`config.mk`:
```
export PLATFORM = sky130hd
export DESIGN_NAME = cp0_ctrl_v2_flat
export DESIGN_NICKNAME = d
export VERILOG_FILES = /design/src/rtl/cp0_ctrl_v2_if.sv /design/src/rtl/cp0_ctrl_v2.sv /design/src/flat_wrapper.sv
export SDC_FILE = /design/constraint.sdc
export NUM_CORES = 1
export LEC_CHECK = 0
export ABC_AREA = 1
export BUFFER_PORTS_ARGS = -buffer_cell sky130_fd_sc_hd__buf_2
export CORE_UTILIZATION = 33
export DETAILED_ROUTE_END_ITERATION = 8
export PLACE_DENSITY = 0.51
export SLEW_MARGIN = 25
export SYNTH_ARGS = -nofsm -noshare
export SYNTH_HDL_FRONTEND = slang
export SYNTH_SLANG_ARGS = --single-unit
```
`constraint.sdc`:
```
create_clock -name cpu_clk_75M -period 17.21 [get_ports cpu_clk_75M]
set_input_delay 3.442 -clock cpu_clk_75M [delete_from_list [all_inputs] [get_ports cpu_clk_75M]]
set_output_delay 3.442 -clock cpu_clk_75M [all_outputs]
set_load 0.03 [all_outputs]
```
`src/rtl/cp0_ctrl_v2_if.sv`:
```
// Signal bundle between the MEM/WB pipeline stage and the CP0 controller.
// An exception/eret request is presented whenever exc_code_i != EC_NONE.
// It is consumed on the next clock edge, with no back-pressure.
// The answer is a one-cycle exc_jump_flag strobe carrying exc_jump_addr in the following cycle.
interface cp0_ctrl_v2_if #(
   parameter int NUM_HW_INT = 6
);
   logic                  we_i;
   logic [4:0]            waddr_i;
   logic [31:0]           wdata_i;
   logic                  re_i;
   logic [4:0]            raddr_i;
   logic [31:0]           data_o;
   logic [NUM_HW_INT-1:0] int_i;
   logic [4:0]            exc_code_i;
   logic [31:0]           exc_epc_i;
   logic [31:0]           exc_badvaddr_i;
   logic                  in_delay_i;
   logic                  flush_req;
   logic                  exc_jump_flag;
   logic [31:0]           exc_jump_addr;
   logic                  int_req_o;
   logic                  timer_int_o;
   logic [31:0]           status_o;
   logic [31:0]           cause_o;
   logic [31:0]           epc_o;

   modport master (
      output we_i, waddr_i, wdata_i, re_i, raddr_i, int_i,
             exc_code_i, exc_epc_i, exc_badvaddr_i, in_delay_i,
      input  data_o, flush_req, exc_jump_flag, exc_jump_addr,
             int_req_o, timer_int_o, status_o, cause_o, epc_o
   );

   modport slave (
      input  we_i, waddr_i, wdata_i, re_i, raddr_i, int_i,
             exc_code_i, exc_epc_i, exc_badvaddr_i, in_delay_i,
      output data_o, flush_req, exc_jump_flag, exc_jump_addr,
             int_req_o, timer_int_o, status_o, cause_o, epc_o
   );
endinterface

```
`src/rtl/cp0_ctrl_v2.sv`:
```
// MiniMIPS32 CP0 system-control coprocessor.
// Provides a prescaled Count/Compare timer, masked interrupt requests and exception entry/eret.
module cp0_ctrl_v2 #(
   parameter int          NUM_HW_INT   = 6,
   parameter int          COUNT_DIV    = 2,
   parameter logic [31:0] EXC_VECTOR   = 32'hBFC0_0380,
   parameter bit          TIMER_ON_IP7 = 1'b1,
   parameter logic [31:0] STATUS_RST   = 32'h0040_0000,
   parameter logic [4:0]  EC_NONE      = 5'h10,
   parameter logic [4:0]  EC_ERET      = 5'h11
) (
   input  logic         cpu_clk_75M,
   input  logic         cpu_rst,
   cp0_ctrl_v2_if.slave cp0
);

   localparam logic [4:0] REG_BADVADDR = 5'd8;
   localparam logic [4:0] REG_COUNT    = 5'd9;
   localparam logic [4:0] REG_COMPARE  = 5'd11;
   localparam logic [4:0] REG_STATUS   = 5'd12;
   localparam logic [4:0] REG_CAUSE    = 5'd13;
   localparam logic [4:0] REG_EPC      = 5'd14;
   localparam logic [3:0] DIV_LAST     = 4'(COUNT_DIV - 1);

   logic [31:0] badvaddr, count, compare, epc;
   logic [7:0]  im;
   logic        exl, ie;
   logic        bd, ti;
   logic [5:0]  ip_hw;
   logic [1:0]  ip_sw;
   logic [4:0]  exc_code;
   logic [3:0]  presc;
   logic        jump_flag;
   logic [31:0] jump_addr;

   logic        is_eret, is_exc, wr_en;
   logic        wr_badvaddr, wr_count, wr_compare, wr_status, wr_cause, wr_epc;
   logic        presc_wrap, count_inc;
   logic [31:0] count_next;
   logic [5:0]  int_ext;
   logic [7:0]  ip_val;
   logic [31:0] status_val, cause_val;
   logic [31:0] rd_badvaddr, rd_count, rd_compare, rd_status, rd_cause, rd_epc;
   logic [31:0] data;

   always_comb begin
      is_eret     = (cp0.exc_code_i == EC_ERET);
      is_exc      = (cp0.exc_code_i != EC_NONE) && !is_eret;
      // Any exception or eret in the same cycle cancels the mtc0.
      wr_en       = cp0.we_i && (cp0.exc_code_i == EC_NONE);
      wr_badvaddr = wr_en && (cp0.waddr_i == REG_BADVADDR);
      wr_count    = wr_en && (cp0.waddr_i == REG_COUNT);
      wr_compare  = wr_en && (cp0.waddr_i == REG_COMPARE);
      wr_status   = wr_en && (cp0.waddr_i == REG_STATUS);
      wr_cause    = wr_en && (cp0.waddr_i == REG_CAUSE);
      wr_epc      = wr_en && (cp0.waddr_i == REG_EPC);

      presc_wrap  = (presc == DIV_LAST);
      count_inc   = !wr_count && presc_wrap;
      count_next  = count + 32'd1;

      int_ext = '0;
      int_ext[NUM_HW_INT-1:0] = cp0.int_i;

      ip_val     = {ip_hw[5] | (ti & TIMER_ON_IP7), ip_hw[4:0], ip_sw};
      status_val = {9'b0, 1'b1, 6'b0, im, 6'b0, exl, ie};
      cause_val  = {bd, ti, 14'b0, ip_val, 1'b0, exc_code, 2'b0};
   end

   // Read view with the same-cycle mtc0 already applied, so mfc0 sees the masked post-write value.
   always_comb begin
      rd_badvaddr = wr_badvaddr ? cp0.wdata_i : badvaddr;
      rd_count    = wr_count    ? cp0.wdata_i : count;
      rd_compare  = wr_compare  ? cp0.wdata_i : compare;
      rd_epc      = wr_epc      ? cp0.wdata_i : epc;
      rd_status   = wr_status ? {9'b0, 1'b1, 6'b0, cp0.wdata_i[15:8], 6'b0, cp0.wdata_i[1:0]}
                              : status_val;
      rd_cause    = wr_cause  ? {cause_val[31:10], cp0.wdata_i[9:8], cause_val[7:0]}
                              : cause_val;
      data = '0;
      if (cp0.re_i) begin
         case (cp0.raddr_i)
            REG_BADVADDR: data = rd_badvaddr;
            REG_COUNT:    data = rd_count;
            REG_COMPARE:  data = rd_compare;
            REG_STATUS:   data = rd_status;
            REG_CAUSE:    data = rd_cause;
            REG_EPC:      data = rd_epc;
            default:      data = '0;
         endcase
      end
   end

   always_ff @(posedge cpu_clk_75M or posedge cpu_rst) begin
      if (cpu_rst) begin
         badvaddr  <= '0;
         count     <= '0;
         compare   <= '0;
         epc       <= '0;
         im        <= STATUS_RST[15:8];
         exl       <= STATUS_RST[1];
         ie        <= STATUS_RST[0];
         bd        <= 1'b0;
         ti        <= 1'b0;
         ip_hw     <= '0;
         ip_sw     <= '0;
         exc_code  <= '0;
         presc     <= '0;
         jump_flag <= 1'b0;
         jump_addr <= '0;
      end else begin
         ip_hw <= int_ext;

         if (wr_count) begin
            count <= cp0.wdata_i;
            presc <= '0;
         end else if (presc_wrap) begin
            count <= count_next;
            presc <= '0;
         end else begin
            presc <= presc + 4'd1;
         end

         // A Compare write clears TI even if Count matches on this very edge.
         if (wr_compare) begin
            compare <= cp0.wdata_i;
            ti      <= 1'b0;
         end else if (count_inc && (count_next == compare)) begin
            ti <= 1'b1;
         end

         if (wr_badvaddr) badvaddr <= cp0.wdata_i;
         if (wr_epc)      epc      <= cp0.wdata_i;
         if (wr_cause)    ip_sw    <= cp0.wdata_i[9:8];
         if (wr_status) begin
            im  <= cp0.wdata_i[15:8];
            exl <= cp0.wdata_i[1];
            ie  <= cp0.wdata_i[0];
         end

         jump_flag <= 1'b0;
         jump_addr <= '0;
         if (is_exc) begin
            // A nested exception keeps the EPC/BadVAddr/BD of the outer one.
            if (!exl) begin
               epc      <= cp0.exc_epc_i;
               badvaddr <= cp0.exc_badvaddr_i;
               bd       <= cp0.in_delay_i;
            end
            exc_code  <= cp0.exc_code_i;
            exl       <= 1'b1;
            jump_flag <= 1'b1;
            jump_addr <= EXC_VECTOR;
         end else if (is_eret) begin
            exl       <= 1'b0;
            jump_flag <= 1'b1;
            jump_addr <= epc;
         end
      end
   end

   assign cp0.data_o        = data;
   assign cp0.flush_req     = ~cpu_rst & (cp0.exc_code_i != EC_NONE);
   assign cp0.exc_jump_flag = jump_flag;
   assign cp0.exc_jump_addr = jump_addr;
   assign cp0.int_req_o     = ie & ~exl & (|(ip_val & im));
   assign cp0.timer_int_o   = ti;
   assign cp0.status_o      = status_val;
   assign cp0.cause_o       = cause_val;
   assign cp0.epc_o         = epc;

endmodule

```
`src/flat_wrapper.sv`:
```
// flat-port wrapper written by rule: the top's interface ports become plain ports
module cp0_ctrl_v2_flat 
#(
   parameter int          NUM_HW_INT   = 6,
   parameter int          COUNT_DIV    = 2,
   parameter logic [31:0] EXC_VECTOR   = 32'hBFC0_0380,
   parameter bit          TIMER_ON_IP7 = 1'b1,
   parameter logic [31:0] STATUS_RST   = 32'h0040_0000,
   parameter logic [4:0]  EC_NONE      = 5'h10,
   parameter logic [4:0]  EC_ERET      = 5'h11
)
  (cpu_clk_75M, cpu_rst, cp0_we_i, cp0_waddr_i, cp0_wdata_i, cp0_re_i, cp0_raddr_i, cp0_int_i, cp0_exc_code_i, cp0_exc_epc_i, cp0_exc_badvaddr_i, cp0_in_delay_i, cp0_data_o, cp0_flush_req, cp0_exc_jump_flag, cp0_exc_jump_addr, cp0_int_req_o, cp0_timer_int_o, cp0_status_o, cp0_cause_o, cp0_epc_o);
  cp0_ctrl_v2_if #(.NUM_HW_INT(NUM_HW_INT)) cp0_i ();
  input  logic cpu_clk_75M;
  input  logic cpu_rst;
  input wire logic [$bits(cp0_i.we_i)-1:0] cp0_we_i;
  input wire logic [$bits(cp0_i.waddr_i)-1:0] cp0_waddr_i;
  input wire logic [$bits(cp0_i.wdata_i)-1:0] cp0_wdata_i;
  input wire logic [$bits(cp0_i.re_i)-1:0] cp0_re_i;
  input wire logic [$bits(cp0_i.raddr_i)-1:0] cp0_raddr_i;
  input wire logic [$bits(cp0_i.int_i)-1:0] cp0_int_i;
  input wire logic [$bits(cp0_i.exc_code_i)-1:0] cp0_exc_code_i;
  input wire logic [$bits(cp0_i.exc_epc_i)-1:0] cp0_exc_epc_i;
  input wire logic [$bits(cp0_i.exc_badvaddr_i)-1:0] cp0_exc_badvaddr_i;
  input wire logic [$bits(cp0_i.in_delay_i)-1:0] cp0_in_delay_i;
  output wire logic [$bits(cp0_i.data_o)-1:0] cp0_data_o;
  output wire logic [$bits(cp0_i.flush_req)-1:0] cp0_flush_req;
  output wire logic [$bits(cp0_i.exc_jump_flag)-1:0] cp0_exc_jump_flag;
  output wire logic [$bits(cp0_i.exc_jump_addr)-1:0] cp0_exc_jump_addr;
  output wire logic [$bits(cp0_i.int_req_o)-1:0] cp0_int_req_o;
  output wire logic [$bits(cp0_i.timer_int_o)-1:0] cp0_timer_int_o;
  output wire logic [$bits(cp0_i.status_o)-1:0] cp0_status_o;
  output wire logic [$bits(cp0_i.cause_o)-1:0] cp0_cause_o;
  output wire logic [$bits(cp0_i.epc_o)-1:0] cp0_epc_o;
  assign cp0_i.we_i = cp0_we_i;
  assign cp0_i.waddr_i = cp0_waddr_i;
  assign cp0_i.wdata_i = cp0_wdata_i;
  assign cp0_i.re_i = cp0_re_i;
  assign cp0_i.raddr_i = cp0_raddr_i;
  assign cp0_i.int_i = cp0_int_i;
  assign cp0_i.exc_code_i = cp0_exc_code_i;
  assign cp0_i.exc_epc_i = cp0_exc_epc_i;
  assign cp0_i.exc_badvaddr_i = cp0_exc_badvaddr_i;
  assign cp0_i.in_delay_i = cp0_in_delay_i;
  assign cp0_data_o = cp0_i.data_o;
  assign cp0_flush_req = cp0_i.flush_req;
  assign cp0_exc_jump_flag = cp0_i.exc_jump_flag;
  assign cp0_exc_jump_addr = cp0_i.exc_jump_addr;
  assign cp0_int_req_o = cp0_i.int_req_o;
  assign cp0_timer_int_o = cp0_i.timer_int_o;
  assign cp0_status_o = cp0_i.status_o;
  assign cp0_cause_o = cp0_i.cause_o;
  assign cp0_epc_o = cp0_i.epc_o;
  cp0_ctrl_v2 #(.NUM_HW_INT(NUM_HW_INT), .COUNT_DIV(COUNT_DIV), .EXC_VECTOR(EXC_VECTOR), .TIMER_ON_IP7(TIMER_ON_IP7), .STATUS_RST(STATUS_RST), .EC_NONE(EC_NONE), .EC_ERET(EC_ERET)) u_core (.cpu_clk_75M(cpu_clk_75M), .cpu_rst(cpu_rst), .cp0(cp0_i));
endmodule
```
Yosys cells after proc, flatten, opt, wreduce, memory -nomap -nowiden
Index checks and enable logic that the tools add are counted.
{ "word_totals": {"register_bits": 190, "latch_bits": 0, "ram_bits": 0, "mem_bits_ro": 0, "in_bits": 122, "output_inout_bits": 164, "word_cells": 83, "mem_count": 0} }
{ "op_classes": {"addsub": 2, "n_mul": 0, "div_mod_pow": 0, "n_lt_le_gt_ge": 0, "n_eq_ne": 17, "shifts": 0, "n_mux": 25, "bitwise_logic": 7, "reduce_logical": 17} }
{ "op_table": {"columns": ["cell", "n"], "rows": [
  ["32-bit 2-to-1 mux", 13],
  ["32-bit case mux with 6 select lines", 1],
  ["5-bit by 4-bit equality test with 1-bit output, second input constant", 12],
  ["32-bit by 1-bit adder with 32-bit output, second input constant", 1],
  ["32-bit equality test", 1],
  ["16-bit 2-to-1 mux", 1],
  ["5-bit equality test, second input constant", 2],
  ["1-bit logical AND", 10],
  ["10-bit 2-to-1 mux", 1],
  ["8-bit bitwise AND", 1],
  ["4-bit 2-to-1 mux", 2],
  ["8-bit OR reduction", 1],
  ["1-bit 2-to-1 mux", 7],
  ["5-bit != test, second input constant", 1],
  ["4-bit by 1-bit adder with 4-bit output, second input constant", 1],
  ["4-bit by 1-bit equality test with 1-bit output, second input constant", 1],
  ["2-bit nonzero test", 2],
  ["1-bit bitwise AND", 3],
  ["3-bit nonzero test", 1],
  ["1-bit logical NOT", 2],
  ["1-bit NOT", 2],
  ["2-bit AND reduction", 1],
  ["1-bit OR", 1]
]} }

Longest topological paths before layout
{ "depth": {"ltp_word": 8, "ltp_mapped": 15, "ltp_nobuf": 15} }

Worst setup path after synthesis
OpenSTA, ideal clock, no wires.
{ "synth_path": {"path_type": "input to output", "from": "in cpu_rst", "to": "out cp0_flush_req", "t_arrival_ns": 7.874, "t_required_ns": 13.768, "path_slack_ns": 5.894, "cell_stages": 3, "n_path_buf": 0, "path_cell_list": "inv_1 > nand2_1 > inv_1"} }
{ "synth_between": {"elab_chain_len": 2} }
{ "synth_rtl": {"columns": ["element", "line_no", "rtl"], "rows": [
  ["from (decl)", "flat_wrapper.sv:15", "input logic cpu_rst;"],
  ["1-bit NOT", "cp0_ctrl_v2.sv:163", "assign cp0.flush_req = ~cpu_rst & (cp0.exc_code_i != EC_NONE);"],
  ["1-bit bitwise AND", "cp0_ctrl_v2.sv:163", null],
  ["to (decl)", "flat_wrapper.sv:27", "output wire logic [$bits(cp0_i.flush_req)-1:0] cp0_flush_req;"]
]} }
No other way between the ends.

Final worst setup path
{ "layout_path": {"from": "in cp0_exc_code_i[2]", "to": "out cp0_data_o[8]"} }
{ "layout_between": {"elab_chain_len": 6, "word_cells_on_any_way": 16, "classes_between": "eq/ne: 1; mux: 8; reduce/logical: 7"} }
{ "layout_rtl": {"columns": ["element", "line_no", "rtl"], "rows": [
  ["from (decl)", "flat_wrapper.sv:22", "input wire logic [$bits(cp0_i.exc_code_i)-1:0] cp0_exc_code_i;"],
  ["5-bit equality test", "cp0_ctrl_v2.sv:50", "wr_en = cp0.we_i && (cp0.exc_code_i == EC_NONE);"],
  ["1-bit logical AND", "cp0_ctrl_v2.sv:50", null],
  ["1-bit logical AND", "cp0_ctrl_v2.sv:53", "wr_compare = wr_en && (cp0.waddr_i == REG_COMPARE);"],
  ["32-bit 2-to-1 mux", "cp0_ctrl_v2.sv:74", "rd_compare = wr_compare ? cp0.wdata_i : compare;"],
  ["named net u_core.rd_compare[8]", "cp0_ctrl_v2.sv:43", "logic [31:0] rd_badvaddr, rd_count, rd_compare, rd_status, rd_cause, rd_epc;"],
  ["32-bit case mux with 6 select lines", "cp0_ctrl_v2.sv:82", "case (cp0.raddr_i)"],
  ["32-bit 2-to-1 mux", "cp0_ctrl_v2.sv:81", "if (cp0.re_i) begin"],
  ["to (decl)", "flat_wrapper.sv:26", "output wire logic [$bits(cp0_i.data_o)-1:0] cp0_data_o;"]
]} }
The timed path passes the listed nets, and every way through them passes these cells.

==> results by group <==
CTS
  – Max clock buf depth: 2
  – Htree depth: 4
  – Clk sink count: 190
  – Root buffer cell: clkbuf_16
  – CTS tree: yes
  – Post-cts resize count: 0
  – Reg clk slew, reported paths: 70 ps
  – # hold bufs at CTS: 0
  – Later-pin clock latency in the skew report: 460 ps
  – Num CTS Buffers: 17
  – Postcts setup bufs: 0

Finish
  – Final Cell Area: 13100 µm²
  – Fraction of layout cells with a size suffix above 1: between 10% and 20%
  – Layout Utilization: between 30% and 40%
  – Layout area overhead: 18.1%
  – Final non-filler cell total: 2231
  – Commonest non-fill, non-tap cell in the layout: nand2_1
  – Most frequent cells in the layout: 492 x nand2_1, 246 x buf_2, 190 x dfrtp_1
  – Nets: 1897

Worst setup path
  – Crit. End Element: primary output
  – Setup Crit Path Kind: in -> out
  – Critical path peak fanout: 35
  – Startpoint types: primary input
  – Arr. time, crit path: 6490 ps
  – Worst EP required: ~14000 ps
  – Crit path launch: cp0_exc_code_i[2]
  – R2R Path Start: u_core.count[0]

GRT
  – Total GRT Usage: 26.1%
  – First-pass GRT wire length: about 66000 µm
  – Vias in the first global route: 10800
  – Total gr overflow: 0
  – Maximum number of pins on one net before global-route repair: between 80 and 90
  – Initial antenna violation count: 6

Run status
  – Status: finished clean

Drt
  – DRC Markers: 0
  – Number of vias per cell: around 5
  – DR pass1 iterations: 8
  – Via count: ~11000
  – Wirelength per Cell: between 15 and 20 µm
  – Final antenna-violating net count: 0
  – Initial DRC count: roughly 1100
  – Final wirelength: 43600 µm

Synth
  – FFs w/ async S/R, synth: 100%
  – Avg Inst Size Synth: ~7.1 µm²
  – XOR/XNOR Fraction of Synth Area: less than 1%
  – Adder-cell area share of the yosys netlist: less than 1%
  – Synth Area in Compound Gates: between 10 and 15%
  – Post-synth EDFFs: 0
  – Synth cell types: 40
  – Main synth FF type: dfrtp_1
  – Gate Count Post-Synth: 1571
  – YS warnings: 0
  – Simple-Gate Fraction of Synth Area: around 29%
  – Largest family of logic cells by synthesized area: simple AND/OR/NAND/NOR gates
  – Post-synthesis register bit count: 190
  – Sequential share of the synthesized area: 42.8%
  – Post-synthesis cell area: ~11000 µm²
  – Post-synthesis mux area share: about 1.4%

Power
  – Leakage: between 6 and 7 nW
  – Worst IR Drop VDD: ~0.073 mV
  – Pwr Density: approximately 110 nW/µm²

Hold path
  – Worst Hold Launch: u_core.presc[0]
  – Hold Path Class: reg -> reg

Timing
  – Final Hold Vio Count: 0
  – Max_slew headroom: 32.5%
  – Tcrit/Tclk final: approximately 58%
  – Setup_tns: 0 ps
  – Max frequency: a little over 100 MHz
  – Least-Margin Pin Slew: a little over 1000 ps
  – Minimum clock period: 9930 ps
  – Unrepaired setup endpoints after global routing: no
  – Slew Viols, Final: 0
  – # setup viols final: 0
  – Final Skew: 17.4 ps

Place
  – Port Buffers: 246
  – Post-DP Area: 12500 µm²
  – GP Congestion: ~0.9
  – Placed cell count: approximately 2200
  – HPWL Detailed: roughly 33000 µm

Die
  – Core Area: about 33000 µm²
  – # IOs: roughly 290
  – Die area: between 30000 and 40000 µm²
  – Die X: approximately 190 µm
  – Vert. Die Dim: 186 µm
  – Starting Density: about 34%
  – Rows: 66

Job
  – Max-Cap Viols: 0
[per-stage QoR]
step / power (W) / setup WS (ps) / hold WS (ps)
after floorplan: 0.000866 / 5890 / 461
after global placement: 0.000987 / 7290 / 489
after detailed placement: 0.000990 / 7250 / 497
after CTS: 0.00141 / 7240 / 512
after global routing: 0.00149 / 6930 / 531
final: 0.00141 / 7280 / 508
[per-layer routing]
metal | track usage, % | up-vias | share of wire, %
met5 | 0 | - | 0.060
met4 | 7.44 | 4 | 1.9
met3 | 6.10 | 49 | 7.7
met2 | 39.0 | 418 | 44
met1 | 37.2 | 5364 | 46
li1 | - | 5352 | -
[path summary, 6_finish.rpt]
kind | endpoint | slack [ps] | depth (start not counted)
setup / recovery | cp0_data_o[8] | 7280 | 16
hold / removal | u_core.presc[0] | 510 | 1
setup reg to reg | u_core.cp0.timer_int_o | 14750 | 15
hold reg to reg | u_core.presc[0] | 510 | 1
max in group asynchronous | u_core.badvaddr[26] | 12780 | 3
min in group asynchronous | u_core.compare[1] | 3080 | 2
[power by group]
part / total (W) / switching, W / internal [W] / leakage (nW)
Sequential: 0.000588 / 0.0000701 / 0.000518 / 2.23
Clock: 0.000418 / 0.000200 / 0.000217 / 0.272
Combinational: 0.000399 / 0.000272 / 0.000127 / 4.14
[registers in the layout, indices dropped and copies added, names as in the netlist]
register / count
u_core.count: 32
u_core.cp0.exc_jump_flag: 1
u_core.ie: 1
u_core.im: 8
u_core.exl: 1
u_core.ip_hw: 6
u_core.cp0.epc_o: 32
u_core.compare: 32
u_core.cp0.timer_int_o: 1
u_core.badvaddr: 32
u_core.ip_sw: 2
u_core.presc: 4
u_core.cp0.exc_jump_addr: 32
u_core.exc_code: 5
u_core.bd: 1
[logic make-up after synthesis]
group,count (synthesis)
flip-flops,190
adder cells (fa/ha/maj),3
other,2
multiplexers,15
buffers and inverters,291
AO/OA/AOI/OAI,282
XOR/XNOR,9
AND/OR/NAND/NOR,779
[area by class of cell]
cell class                 instances  area, µm²
clock inverter                    14        158
inverter                         176        668
timing repair buffer             260       1340
clock buffer                      18        429
antenna                            4       10.0
tap                              442        553
sequential                       190       4750
fill                            3640      19700
multi-input combinational       1127       5220
[synth_stat cells (all sizes together), types with 6 or more instances]
library cell	n	area [µm²]
o21a	7	52.6
dfrtp	190	4750
o21ai	187	936
buf	66	457
mux2i	15	150
a21oi	38	190
o22ai	6	37.5
o211ai	14	105
nor4	14	87.6
clkbuf	49	186
nor3	19	95.1
nand3	70	350
nor2	168	712
inv	174	653
o221ai	21	184
nand2	499	1890
[critical path, cell delays in order]
cell     delay, ps
buf_2          100
inv_1           60
nand2_1         50
nor2_1          90
buf_4          280
nand3_1        200
inv_2          170
nand2_2        330
inv_1          410
buf_4          390
o21ai_0        170
nand2_1         90
nand2_1         80
nor4_1         320
nor2_1          70
buf_2          190
Power figures use the tool's default switching activity.
